**src/rtl/fpu_host_if_if.sv**
```systemverilog
// Host-side 8-bit register bus of the FPU front end: byte-wide read/write
// strobes plus the cmd_end / end_ack completion handshake.
interface fpu_host_if_if #(parameter int ADDR_W = 6);
  logic [7:0]        databus_in;
  logic [7:0]        databus_out;
  logic [ADDR_W-1:0] addr;
  logic              cs;
  logic              rd;
  logic              wr;
  logic              end_ack;
  logic              cmd_end;
  logic              busy;

  modport master (output databus_in, addr, cs, rd, wr, end_ack,
                  input  databus_out, cmd_end, busy);
  modport slave  (input  databus_in, addr, cs, rd, wr, end_ack,
                  output databus_out, cmd_end, busy);
endinterface

```
**src/rtl/fpu_host_if.sv**
```systemverilog
// Queued host-bus front end for the FPU core: byte-wise operand registers,
// a command FIFO and a sequencer that issues one command at a time.
module fpu_host_if #(
  parameter int DATA_W     = 32,
  parameter int FIFO_DEPTH = 4,
  parameter int ADDR_W     = 6
) (
  input  logic              clk,
  input  logic              arst,
  fpu_host_if_if.slave      bus,
  output logic              core_start,
  output logic [7:0]        core_op,
  output logic [DATA_W-1:0] core_a,
  output logic [DATA_W-1:0] core_b,
  input  logic              core_done,
  input  logic [DATA_W-1:0] core_result
);
  localparam int NB    = DATA_W / 8;
  localparam int PTR_W = $clog2(FIFO_DEPTH);
  localparam int CNT_W = PTR_W + 1;
  localparam int ENT_W = 8 + 2 * DATA_W;
  localparam logic [ADDR_W-1:0] CMD_ADDR  = ADDR_W'(2 * NB);
  localparam logic [ADDR_W-1:0] STAT_ADDR = ADDR_W'(2 * NB + 1);
  localparam logic [CNT_W-1:0]  CNT_FULL  = CNT_W'(FIFO_DEPTH);

  typedef enum logic [1:0] {S_IDLE, S_START, S_WAIT, S_DONE} state_t;

  state_t              r_state, w_state_next;
  logic                r_wr_prev, r_ack_prev, r_ovf;
  logic [DATA_W-1:0]   r_a, r_b, r_result, r_core_a, r_core_b;
  logic [7:0]          r_core_op;
  logic [ENT_W-1:0]    r_fifo [FIFO_DEPTH];
  logic [PTR_W-1:0]    r_wptr, r_rptr;
  logic [CNT_W-1:0]    r_count;

  logic                w_wr_evt, w_ack_rise, w_full, w_pop, w_cmd_wr, w_push, w_drop;
  logic [7:0]          w_status, w_rd_byte;

  // A write is the first sampled cs=0/wr=0 after wr was seen high.
  assign w_wr_evt   = !bus.cs && !bus.wr && r_wr_prev;
  assign w_ack_rise = bus.end_ack && !r_ack_prev;
  assign w_full     = (r_count == CNT_FULL);
  assign w_pop      = (r_state == S_IDLE) && (r_count != '0);
  assign w_cmd_wr   = w_wr_evt && (bus.addr == CMD_ADDR);
  assign w_push     = w_cmd_wr && (!w_full || w_pop);
  assign w_drop     = w_cmd_wr && !w_push;

  always_ff @(posedge clk or negedge arst) begin
    if (!arst) begin
      r_wr_prev  <= 1'b1;
      r_ack_prev <= 1'b0;
      r_a        <= '0;
      r_b        <= '0;
      r_ovf      <= 1'b0;
    end else begin
      r_wr_prev  <= bus.wr;
      r_ack_prev <= bus.end_ack;
      if (w_wr_evt) begin
        for (int k = 0; k < NB; k++) begin
          if (bus.addr == ADDR_W'(k))      r_a[k*8 +: 8] <= bus.databus_in;
          if (bus.addr == ADDR_W'(NB + k)) r_b[k*8 +: 8] <= bus.databus_in;
        end
      end
      if (w_drop)
        r_ovf <= 1'b1;
      else if (w_wr_evt && bus.addr == STAT_ADDR && bus.databus_in[3])
        r_ovf <= 1'b0;
    end
  end

  // Queue storage carries no reset; validity is tracked by the pointers.
  always_ff @(posedge clk) begin
    if (w_push)
      r_fifo[r_wptr] <= {bus.databus_in, r_a, r_b};
  end

  always_ff @(posedge clk or negedge arst) begin
    if (!arst) begin
      r_wptr  <= '0;
      r_rptr  <= '0;
      r_count <= '0;
    end else begin
      if (w_push) r_wptr <= r_wptr + PTR_W'(1);
      if (w_pop)  r_rptr <= r_rptr + PTR_W'(1);
      case ({w_push, w_pop})
        2'b10:   r_count <= r_count + CNT_W'(1);
        2'b01:   r_count <= r_count - CNT_W'(1);
        default: r_count <= r_count;
      endcase
    end
  end

  always_ff @(posedge clk or negedge arst) begin
    if (!arst) begin
      r_core_op <= '0;
      r_core_a  <= '0;
      r_core_b  <= '0;
      r_result  <= '0;
    end else begin
      if (w_pop)
        {r_core_op, r_core_a, r_core_b} <= r_fifo[r_rptr];
      if (r_state == S_WAIT && core_done)
        r_result <= core_result;
    end
  end

  always_ff @(posedge clk or negedge arst) begin
    if (!arst) r_state <= S_IDLE;
    else       r_state <= w_state_next;
  end

  always_comb begin
    w_state_next = r_state;
    case (r_state)
      S_IDLE:  if (r_count != '0) w_state_next = S_START;
      S_START: w_state_next = S_WAIT;
      S_WAIT:  if (core_done) w_state_next = S_DONE;
      S_DONE:  if (w_ack_rise) w_state_next = S_IDLE;
      default: w_state_next = S_IDLE;
    endcase
  end

  assign core_start  = (r_state == S_START);
  assign core_op     = r_core_op;
  assign core_a      = r_core_a;
  assign core_b      = r_core_b;
  assign bus.cmd_end = (r_state == S_DONE);
  assign bus.busy    = (r_state != S_IDLE) || (r_count != '0);
  assign w_status    = {4'(r_count), r_ovf, w_full, bus.cmd_end, bus.busy};

  always_comb begin
    w_rd_byte = 8'h00;
    if (!bus.cs && !bus.rd) begin
      for (int k = 0; k < NB; k++) begin
        if (bus.addr == ADDR_W'(k))          w_rd_byte = r_a[k*8 +: 8];
        if (bus.addr == ADDR_W'(NB + k))     w_rd_byte = r_b[k*8 +: 8];
        if (bus.addr == ADDR_W'(3 * NB + k)) w_rd_byte = r_result[k*8 +: 8];
      end
      if (bus.addr == STAT_ADDR) w_rd_byte = w_status;
    end
  end

  assign bus.databus_out = w_rd_byte;
endmodule

```
**src/flat_wrapper.sv**
```systemverilog
// flat-port wrapper written by rule: the top's interface ports become plain ports
module fpu_host_if_flat 
#(
  parameter int DATA_W     = 32,
  parameter int FIFO_DEPTH = 4,
  parameter int ADDR_W     = 6
)
  (clk, arst, core_start, core_op, core_a, core_b, core_done, core_result, bus_databus_in, bus_addr, bus_cs, bus_rd, bus_wr, bus_end_ack, bus_databus_out, bus_cmd_end, bus_busy);
  fpu_host_if_if #(.ADDR_W(ADDR_W)) bus_i ();
  input  logic clk;
  input  logic arst;
  output logic core_start;
  output logic [7:0] core_op;
  output logic [DATA_W-1:0] core_a;
  output logic [DATA_W-1:0] core_b;
  input  logic core_done;
  input  logic [DATA_W-1:0] core_result;
  input wire logic [$bits(bus_i.databus_in)-1:0] bus_databus_in;
  input wire logic [$bits(bus_i.addr)-1:0] bus_addr;
  input wire logic [$bits(bus_i.cs)-1:0] bus_cs;
  input wire logic [$bits(bus_i.rd)-1:0] bus_rd;
  input wire logic [$bits(bus_i.wr)-1:0] bus_wr;
  input wire logic [$bits(bus_i.end_ack)-1:0] bus_end_ack;
  output wire logic [$bits(bus_i.databus_out)-1:0] bus_databus_out;
  output wire logic [$bits(bus_i.cmd_end)-1:0] bus_cmd_end;
  output wire logic [$bits(bus_i.busy)-1:0] bus_busy;
  assign bus_i.databus_in = bus_databus_in;
  assign bus_i.addr = bus_addr;
  assign bus_i.cs = bus_cs;
  assign bus_i.rd = bus_rd;
  assign bus_i.wr = bus_wr;
  assign bus_i.end_ack = bus_end_ack;
  assign bus_databus_out = bus_i.databus_out;
  assign bus_cmd_end = bus_i.cmd_end;
  assign bus_busy = bus_i.busy;
  fpu_host_if #(.DATA_W(DATA_W), .FIFO_DEPTH(FIFO_DEPTH), .ADDR_W(ADDR_W)) u_core (.clk(clk), .arst(arst), .bus(bus_i), .core_start(core_start), .core_op(core_op), .core_a(core_a), .core_b(core_b), .core_done(core_done), .core_result(core_result));
endmodule
```
**config.mk**
```make
export PLATFORM = sky130hd
export DESIGN_NAME = fpu_host_if_flat
export DESIGN_NICKNAME = d
export VERILOG_FILES = /design/src/rtl/fpu_host_if_if.sv /design/src/rtl/fpu_host_if.sv /design/src/flat_wrapper.sv
export SDC_FILE = /design/constraint.sdc
export NUM_CORES = 1
export LEC_CHECK = 0
export ABC_CLOCK_PERIOD_IN_PS = 3300
export CAP_MARGIN = 20
export CELL_PAD_IN_SITES_DETAIL_PLACEMENT = 1
export CELL_PAD_IN_SITES_GLOBAL_PLACEMENT = 1
export CORE_ASPECT_RATIO = 1.1
export CORE_MARGIN = 3
export CORE_UTILIZATION = 46
export CTS_BUF_LIST = sky130_fd_sc_hd__clkbuf_8
export DETAILED_ROUTE_END_ITERATION = 10
export PLACE_DENSITY_LB_ADDON = 0.1
export RECOVER_POWER = 25
export SKIP_CTS_REPAIR_TIMING = 1
export SYNTH_ARGS = -nofsm -noshare
export SYNTH_HDL_FRONTEND = slang
export SYNTH_SLANG_ARGS = --single-unit
```
**constraint.sdc**
```tcl
create_clock -name clk -period 3.3 [get_ports clk]
set_input_delay 0.495 -clock clk [delete_from_list [all_inputs] [get_ports clk]]
set_output_delay 0.495 -clock clk [all_outputs]
set_load 0.02 [all_outputs]
```
==> metrics <==
Die Width approximately 200 µm; Clock Path Buffers 3; CTS clk-pin slew, worst paths 60 ps; htree depth 3; worst-path cell chain clkdlybuf4s50_1, buf_4, or3b_2, buf_4, o22ai_1, o21ai_1, a22o_1, dlymetal6s2s_1; DP Worst Slack -582 ps; dpl cells roughly 1.7k; initial antenna violation count 1; total clock sinks between 400 and 500; crit share post-route 0.978; Synth async-reset ratio 0.385; total routed wirelength 47,900 µm; final hold vios 0; area grow syn2layout 23.2%; I/O Pins 136; die area between 40,000 and 50,000 µm²; DR vias/cell 5.61; register area share after synthesis 0.706; Worst Hold Class in2async; Synth Instances 1,014; PortBufs 135; initial core utilization 0.471; drt first pass iters 5; Crit-path slowest cell or3b_2; Primary FF master, synth edfxtp_1; reg-to-reg slack, setup 1130 ps; CORE AREA 39,600 µm²; setup violators final 0; Achievable Freq 0.310 GHz; syn_area_per_cell 18.4 µm²; vias in the first global route 11.4k; clock skew between 40 and 50 ps; status completed; CP endpoint kind output port; via count 10.4k; # DRC 0; first-pass GRT wire length 72,700 µm; Final ANT Viol Nets 0; leakage power 0.00888 µW; Ys Warns 0; largest net degree at the start of global routing between 90 and 100; Worst Tran Pin Value 973 ps; HPWL after DPL 32,000 µm; layout cells sized above 1 0.367; MaxCap Viol Count 0; CP dominant cell by count buf_4; Root Driver clkbuf_8; DR WL/cell 25.8 µm; non-filler cells, final 1,855; CP Buf/Inv Count 4; TritonCTS buffer count 76; Top delay family on crit path buffers and inverters; crit path launch type input port; Die Y ~220 µm; final core occ 0.581; setup_tns 0 ps; Worst Path Arrival between 2000 and 3000 ps; row count 76; Max IR drop VDD ~0.00049 V; CTS tree done; Worst-Skew Late Latency 630 ps; CP Max Fanout 7; Global Route Usage Sum 0.230; grt total ovfl 0; Starting DRT DRC Count 545; Worst slew margin 0.349; Net Count, Synth 1,078; Crit path largest cell delay 520 ps; nets between 1k and 1.5k; RSZ-0062 raised after global routing no; max-slew violations 0; Synth Cell Area 18,600 µm²; P per Cell Area 766 nW/µm²; Final WS setup 72.8 ps; synthesis-stage register bit count approximately 470; critical path class in2out; CP Data Required Time ~2800 ps; GP Congestion 0.925; Distinct cells, synth between 60 and 70; number of synthesized flops with an enable pin 288; Min Clock Period, post-route around 3200 ps
[sequential cells by signal (all words and copies together) (netlist names)]
| signal | flops |
|---|---|
| u_core.core_a | 32 |
| u_core.core_b | 32 |
| u_core.core_op | 8 |
| u_core.r_a | 32 |
| u_core.r_ack_prev | 1 |
| u_core.r_b | 32 |
| u_core.r_count | 3 |
| u_core.r_fifo | 288 |
| u_core.r_ovf | 1 |
| u_core.r_result | 32 |
| u_core.r_rptr | 2 |
| u_core.r_state | 2 |
| u_core.r_wptr | 2 |
| u_core.r_wr_prev | 1 |
[path summary, 6_finish.rpt]
kind,endpoint,cells past startpoint,startpoint
worst max-delay path,bus_databus_out[4],8,bus_addr[2]
worst min-delay path,u_core.core_a[23],2,arst
worst max register to register,u_core.r_count[2],9,u_core.r_count[0]
worst min register to register,u_core.r_result[28],1,u_core.r_result[28]
max in group asynchronous,u_core.r_a[26],3,arst
min in group clk,u_core.r_wr_prev,1,bus_wr
[routing by layer]
metal,up-vias,wire [µm],track usage
met2,234,23200,0.373
li1,4539,-,-
met5,-,0,0
met1,5584,22200,0.330
met4,0,731,0.0623
met3,51,1790,0.0319
[power by group]
group          internal, µW  switching, µW
Sequential             7010            610
Combinational          2820           2340
Clock                  2570           2260
Total                 12400           5200
[Yosys cell counts, types with 5 or more instances]
library cell | n | area share
edfxtp_1 | 288 | 0.46
dfrtp_1 | 179 | 0.24
mux2_2 | 171 | 0.10
mux4_2 | 72 | 0.087
nand2_1 | 25 | 0.0050
buf_2 | 21 | 0.0056
nor2_1 | 21 | 0.0042
a21oi_1 | 20 | 0.0054
o21ai_0 | 20 | 0.0054
clkbuf_1 | 16 | 0.0032
nand2b_1 | 15 | 0.0050
and2_1 | 13 | 0.0044
inv_1 | 13 | 0.0026
ha_1 | 10 | 0.0067
o22ai_1 | 10 | 0.0034
nor3_1 | 7 | 0.0019
mux2i_1 | 6 | 0.0032
a31oi_1 | 5 | 0.0017
buf_1 | 5 | 0.0010
o21a_1 | 5 | 0.0020
[cell type report]
type                    count  area [µm²]
diodes                      1        2.50
fillers                  3618       16600
repair buffers            240        2340
well taps                 507         634
inverters                  13        50.0
clock buffers              90        1240
flip-flops and latches    468       13200
multi-input cells         485        5280
clock inverters            51         259
[cell families after synthesis]
group                    share of synthesized area
flip-flops                                   0.706
buffers and inverters                       0.0157
adder cells (fa/ha/maj)                    0.00779
AO/OA/AOI/OAI                               0.0395
AND/OR/NAND/NOR                             0.0352
XOR/XNOR                                   0.00282
multiplexers                                 0.193
[placed cells by master, fill, tap and decap left out, types with 15 or more instances in the layout]
cell type / count
dfrtp_1: 177
a21oi_1: 18
nor2_1: 21
clkdlybuf4s50_1: 119
clkbuf_8: 91
inv_1: 44
nand2b_1: 15
buf_4: 86
mux4_2: 72
edfxtp_1: 288
buf_12: 16
nand2_1: 24
mux2_2: 171
[stage by stage]
stage | hold slack (ps) | total power (µW) | area (µm²)
5_1_grt | 416 | 18500 | 23000
2_1_floorplan | 199 | 10900 | 18600
3_3_place_gp | 482 | 12900 | 21300
6_report | 442 | 17600 | 23000
4_1_cts | -69.9 | 17900 | 22800
3_5_place_dp | 487 | 13000 | 21300
Power figures use the tool's default switching activity.
